`src/rtl/alarm_clock_fsm.sv`:
```
// Alarm clock main controller: display select and load strobes for the key, alarm and time registers.
// Optional build macro KEY_CANCEL_EN: key code 11 abandons an entry in progress.
module alarm_clock_fsm #(
    parameter int         TIMEOUT_SEC = 10,
    parameter logic [3:0] NOKEY_VAL   = 4'd10
) (
    input  logic       clock,
    input  logic       reset,
    input  logic       one_second,
    input  logic [3:0] key,
    input  logic       alarm_button,
    input  logic       time_button,
    output logic       show_current_time,
    output logic       show_a,
    output logic       show_new_time,
    output logic       shift,
    output logic       load_new_a,
    output logic       load_new_c,
    output logic       reset_count
);

    // state            | meaning
    // S_SHOW_TIME      | idle, LCD shows current time
    // S_SHOW_ALARM     | alarm button held, LCD shows alarm time
    // S_KEY_STORED     | one-cycle shift of the pressed key
    // S_KEY_WAITED     | waiting for key release
    // S_KEY_ENTRY      | waiting for next key or a set button
    // S_SET_ALARM_TIME | one-cycle alarm register load
    // S_SET_CUR_TIME   | one-cycle time counter load
    typedef enum logic [2:0] {
        S_SHOW_TIME      = 3'd0,
        S_SHOW_ALARM     = 3'd1,
        S_KEY_STORED     = 3'd2,
        S_KEY_WAITED     = 3'd3,
        S_KEY_ENTRY      = 3'd4,
        S_SET_ALARM_TIME = 3'd5,
        S_SET_CUR_TIME   = 3'd6
    } state_t;

    localparam int TW = $clog2(TIMEOUT_SEC + 1);
    localparam logic [TW-1:0] TC_MAX = TW'(TIMEOUT_SEC);

    state_t          r_state;
    logic [TW-1:0]   r_tcnt;
    logic            w_timeout;
    logic            w_key_valid;
    logic            w_cancel;
    logic            w_key_start;

    assign w_timeout   = (r_tcnt == TC_MAX);
    assign w_key_valid = (key != NOKEY_VAL);
`ifdef KEY_CANCEL_EN
    assign w_cancel    = (key == 4'd11);
`else
    assign w_cancel    = 1'b0;
`endif
    // a cancel code never starts an entry from the idle display
    assign w_key_start = w_key_valid && !w_cancel;

    always_ff @(posedge clock) begin
        if (reset) begin
            r_state <= S_SHOW_TIME;
            r_tcnt  <= '0;
        end else begin
            if (r_state == S_KEY_WAITED || r_state == S_KEY_ENTRY) begin
                if (one_second && !w_timeout)
                    r_tcnt <= r_tcnt + 1'b1;
            end else begin
                r_tcnt <= '0;
            end

            case (r_state)
                S_SHOW_TIME: begin
                    if (alarm_button)     r_state <= S_SHOW_ALARM;
                    else if (w_key_start) r_state <= S_KEY_STORED;
                end
                S_SHOW_ALARM: begin
                    if (!alarm_button) r_state <= S_SHOW_TIME;
                end
                S_KEY_STORED: r_state <= S_KEY_WAITED;
                S_KEY_WAITED: begin
                    if (w_cancel)         r_state <= S_SHOW_TIME;
                    else if (!w_key_valid) r_state <= S_KEY_ENTRY;
                    else if (w_timeout)   r_state <= S_SHOW_TIME;
                end
                S_KEY_ENTRY: begin
                    if (w_cancel)          r_state <= S_SHOW_TIME;
                    else if (alarm_button) r_state <= S_SET_ALARM_TIME;
                    else if (time_button)  r_state <= S_SET_CUR_TIME;
                    else if (w_key_valid)  r_state <= S_KEY_STORED;
                    else if (w_timeout)    r_state <= S_SHOW_TIME;
                end
                S_SET_ALARM_TIME: r_state <= S_SHOW_TIME;
                S_SET_CUR_TIME:   r_state <= S_SHOW_TIME;
                default:          r_state <= S_SHOW_TIME;
            endcase
        end
    end

    assign show_current_time = (r_state == S_SHOW_TIME);
    assign show_a            = (r_state == S_SHOW_ALARM);
    assign show_new_time     = (r_state == S_KEY_STORED) || (r_state == S_KEY_WAITED) ||
                               (r_state == S_KEY_ENTRY);
    assign shift             = (r_state == S_KEY_STORED);
    assign load_new_a        = (r_state == S_SET_ALARM_TIME);
    assign load_new_c        = (r_state == S_SET_CUR_TIME);
    assign reset_count       = (r_state == S_SET_CUR_TIME);

endmodule

```
`config.mk`:
```
export PLATFORM = sky130hd
export DESIGN_NAME = alarm_clock_fsm
export DESIGN_NICKNAME = d
export VERILOG_FILES = /design/src/rtl/alarm_clock_fsm.sv
export SDC_FILE = /design/constraint.sdc
export NUM_CORES = 1
export LEC_CHECK = 0
export ABC_AREA = 1
export ABC_CLOCK_PERIOD_IN_PS = 3000
export BUFFER_PORTS_ARGS = -buffer_cell sky130_fd_sc_hd__buf_2
export CORE_AREA = 10 10 47 49
export CTS_CLUSTER_DIAMETER = 150
export CTS_CLUSTER_SIZE = 14
export DETAILED_ROUTE_END_ITERATION = 7
export DIE_AREA = 0 0 57 59
export SYNTH_ARGS = -nofsm -noshare
export SYNTH_HDL_FRONTEND = slang
export SYNTH_SLANG_ARGS = --single-unit
```
`constraint.sdc`:
```
create_clock -name clock -period 3 [get_ports clock]
set_input_delay 0.3 -clock clock [delete_from_list [all_inputs] [get_ports clock]]
set_output_delay 0.3 -clock clock [all_outputs]
set_load 0.005 [all_outputs]
```
Word level (Yosys, flattened, before mapping)

Index checks and enable logic that the tools add are counted.

Register bits: 7
Latch bits: 0
Bits in writable memories: 0
Memory bits (read-only): 0
Input port bits: 9
Output and inout port bits: 7
Logic and storage cells: 31
Memories kept: 0

$add $sub $neg: 1
Multiply operators: 0
Divide/modulo/power cells: 0
Order comparisons: 0
Equality and inequality tests: 10
Shift-type cells: 0
Mux-type cells: 9
Bitwise gates (word level): 1
Reductions and logical operators: 8

Operators with widths:

| cell                                                                     | count |
|---|---|
| 3-bit 2-to-1 mux                                                         | 8 |
| 3-bit one-hot mux with 5 select lines                                    | 1 |
| 3-bit equality test (second input constant)                              | 3 |
| 3-bit by 2-bit equality test with 1-bit output (second input constant)   | 2 |
| 4-bit by 1-bit adder with 4-bit output (second input constant)           | 1 |
| 4-bit equality test (second input constant)                              | 1 |
| 4-bit inequality test (second input constant)                            | 1 |
| 3-bit by 1-bit equality test with 1-bit output (second input constant)   | 1 |
| 3-bit zero test                                                          | 1 |
| 1-bit logical OR                                                         | 3 |
| 3-bit by 2-bit inequality test with 1-bit output (second input constant) | 1 |
| 2-bit inequality test (second input constant)                            | 1 |
| 2-bit AND reduction                                                      | 1 |
| 2-bit OR reduction                                                       | 1 |
| 1-bit logical AND                                                        | 1 |
| 1-bit zero test                                                          | 1 |
| 1-bit NOT                                                                | 1 |

Longest topological paths before layout

Depth after elaboration: 6
Mapped depth: 9
Gate-level depth less buffers: 9

Least setup slack after synthesis

Ideal clock, no wire load.

Path kind: register -> register
From: register r_tcnt[0]
To: register r_tcnt[1]
Setup time: 0.070 ns
Data arrival time: 1.128 ns
Required time: 2.930 ns
Slack: 1.803 ns
Stages on the path, launching flop included: 7
Path buffers: 0
Period minus slack after synthesis: 1.197 ns
Cells stage by stage: dfxtp_1 > inv_1 > ha_1 > nand3_2 > nand2_1 > or2_2 > a21oi_1

Cells in the longest elaborated chain, start to end: 3
Elaborated cells between the ends (all ways): 4
Classes of those cells: add/sub: 1; eq/ne: 1; reduce/logical: 2

Ends and longest elaborated chain:

| what                                                                                           | RTL line | source |
|---|---|---|
| start: declaration                                                                             | 44       | `logic [TW-1:0] r_tcnt;` |
| start signal: assignment                                                                       | 67       | `r_tcnt <= r_tcnt + 1'b1;` |
| parallel branches: the longest is 3 deep, another holds 4-bit by 1-bit adder with 4-bit output | --       |  |

Parallel ways; which one is timed is not known.
A chain may end at the register's enable or synchronous reset.

Final worst setup path

From: register r_state[2]
To: output port reset_count

Cells in the longest elaborated chain, start to end: 1

Ends and longest elaborated chain:

| what                     | RTL line | source |
|---|---|---|
| start: declaration       | 43       | `state_t r_state;` |
| start signal: assignment | 62       | `r_state <= S_SHOW_TIME;` |
| start signal: assignment | 74       | `if (alarm_button) r_state <= S_SHOW_ALARM;` |
| start signal: assignment | 75       | `else if (w_key_start) r_state <= S_KEY_STORED;` |
| 3-bit equality test      | 107      | `assign reset_count = (r_state == S_SET_CUR_TIME);` |
| end: declaration         | 19       | `output logic reset_count` |

No other way between the ends.

==> flow_summary.json <==
{
  "outcome": "finished, final reports clean",
  "critPathLaunch": "r_state[2]",
  "fmax_mhz": 707,
  "yosysSeqAreaShare": 0.299,
  "cts_setup_buffers": 0,
  "vias": 500,
  "maxCapViolCount": 0,
  "r2r-end": "r_tcnt[1]",
  "reg2regPathDepth": 6,
  "dr.pass1.iters": 4,
  "antenna_found_initial": 0,
  "cts_resized": 0,
  "drc": 0,
  "grt_usage": 0.0676,
  "crit_arrival_ns": 1.11,
  "synth_top_area_share": 0.299,
  "r2r_start": "r_tcnt[0]",
  "layout_commonest_cell": "nand2_1",
  "p_per_area_nw_per_um2": 425,
  "drt-initial-drc-count": 3,
  "whs_ns": 0.250,
  "tightest_slew_ns": 0.223,
  "fin_crit_ns": 1.41,
  "p_leak_nw": 0.297,
  "min_path_type": "in2reg",
  "startpoint_type": "register",
  "synth_area_leaders": "dfxtp_1 30%, nand2_1 15%, inv_1 10%, nor2_1 9.6%, ha_1 5.3%",
  "hold_violations": 0,
  "syn_area_um2": 469,
  "cts_tree": "done",
  "netlist_instances": 76,
  "core_region_area_um2": 1400,
  "fp.dieW_um": 57,
  "post_drt_wl_per_cell_um": 10.0,
  "utilization": 0.416,
  "die_h_um": 59,
  "routed_wl_um": 1100,
  "power_uw": 248,
  "syn_avg_cell_area_um2": 6.17,
  "rsz0062_at_grt": "no",
  "overflow": 0,
  "ios": 16,
  "cts.htree.levels": 1,
  "slew_headroom": 0.851,
  "cts.sinks": 7,
  "path_class": "reg2out",
  "port_buffers": 15,
  "worstPathMaxFanout": 7,
  "grt_pass1_vias": 482,
  "reg2reg_slack_ns": 1.70,
  "dieArea_um2": 3360,
  "area.growth.synth_to_final_pct": 24.3,
  "ys_types": 18,
  "mostFrequentLayoutCells": "19 x nand2_1, 15 x buf_2, 13 x inv_1, 12 x nor2_1, 7 x dfxtp_1",
  "crit_required_ns": 2.70,
  "syn_nets": 87,
  "cts_made_buffers": 3,
  "clk_latency_ns": 0.25,
  "setup_viol": 0,
  "clk_pin_slew_ns": 0.05,
  "grt_start_max_net_pins": 8,
  "peakVddDrop_uv": 172,
  "dp_hpwl_um": 923,
  "endpoint_kind": "output pin",
  "clock_skew_ns": 0.00704,
  "n_fill_cell": 181,
  "clockBufferDepth": 2,
  "via_per_inst": 4.55,
  "root_buffer": "clkbuf_4",
  "yosysWarnings": 0,
  "ys_ff_latch": 7,
  "ant_nets": 0,
  "final_nets": 106,
  "initial_core_util": 0.335,
  "num_antenna_cells": 0,
  "ctsHoldBuffers": 0,
  "num_rows": 14,
  "synth_top_cell_by_area": "dfxtp_1",
  "tns_ns": 0,
  "grt_pass1_wl_um": 1820,
  "finalMaxSlewViolations": 0,
  "drive_gt1_frac": 0.255,
  "critPathCapture": "reset_count",
  "place_congestion": 0.740,
  "finalCritPeriodShare": 0.471
}
-- power by group --
group	internal, mW	total [mW]	switching [mW]
Sequential	0.0976	0.103	0.00508
Combinational	0.0245	0.0591	0.0346
Clock	0.0508	0.0863	0.0355
Total	0.173	0.248	0.0751
-- metrics by stage --
stage               cells  cell area (µm²)  setup WS [ns]
floorplan              76              469           1.80
finish                110              583           1.59
detailed placement    106              557           1.72
global placement      106              557           1.77
global route          110              583           1.45
CTS                   110              583           1.57
-- per-layer routing --
layer / vias up / track usage / routed length, µm
met4: 0 / 0.0503 / 6
li1: 272 / - / -
met1: 218 / 0.0670 / 485
met2: 8 / 0.112 / 544
met3: 2 / 0.0279 / 65
met5: - / 0 / 0
-- cell families after synthesis --
| logic type | count (synthesis) | share of synthesized area |
|---|---|---|
| AND/OR/NAND/NOR | 42 | 0.392 |
| buffers and inverters | 14 | 0.120 |
| AO/OA/AOI/OAI | 10 | 0.117 |
| flip-flops | 7 | 0.299 |
| adder cells (fa/ha/maj) | 2 | 0.0533 |
| XOR/XNOR | 1 | 0.0187 |
-- worst max-delay path: stages, from the launching register on --
cell and delay [ns]:
dfxtp_1 0.43, inv_1 0.11, nor3_1 0.17, buf_2 0.15
-- worst min path at each step --
| stage | from | end | depth (start not counted) | slack (ns) |
|---|---|---|---|---|
| 6_report | reset | r_state[1] | 2 | 0.25 |
| 5_1_grt | reset | r_state[1] | 2 | 0.25 |
| 4_1_cts | reset | r_state[1] | 2 | 0.24 |
| 3_5_place_dp | r_tcnt[2] | r_tcnt[2] | 2 | 0.50 |
| 3_3_place_gp | r_tcnt[2] | r_tcnt[2] | 2 | 0.50 |
| 2_1_floorplan | reset | r_state[1] | 1 | 0.37 |
-- sequential cells by signal (all words and copies together) (netlist names) --
name / flops
r_state: 3
r_tcnt: 4
-- Yosys cell counts, drive strengths merged --
cell	n
o21a	1
or2	1
nor2	16
nand3	4
nand4	1
buf	1
dfxtp	7
inv	13
xor2	1
o21bai	1
ha	2
nor3	1
o21ai	4
a21oi	4
nand2	19
-- layout make-up --
type / instances / area [µm²] / share of cell area
well taps: 16 / 20.0 / 0.0343
repair buffers: 15 / 75.1 / 0.129
clock buffers: 4 / 26.3 / 0.0451
flip-flops and latches: 7 / 140 / 0.240
multi-input cells: 55 / 273 / 0.468
inverters: 13 / 48.8 / 0.0837
Note: power is estimated with default switching activity, not from simulation.
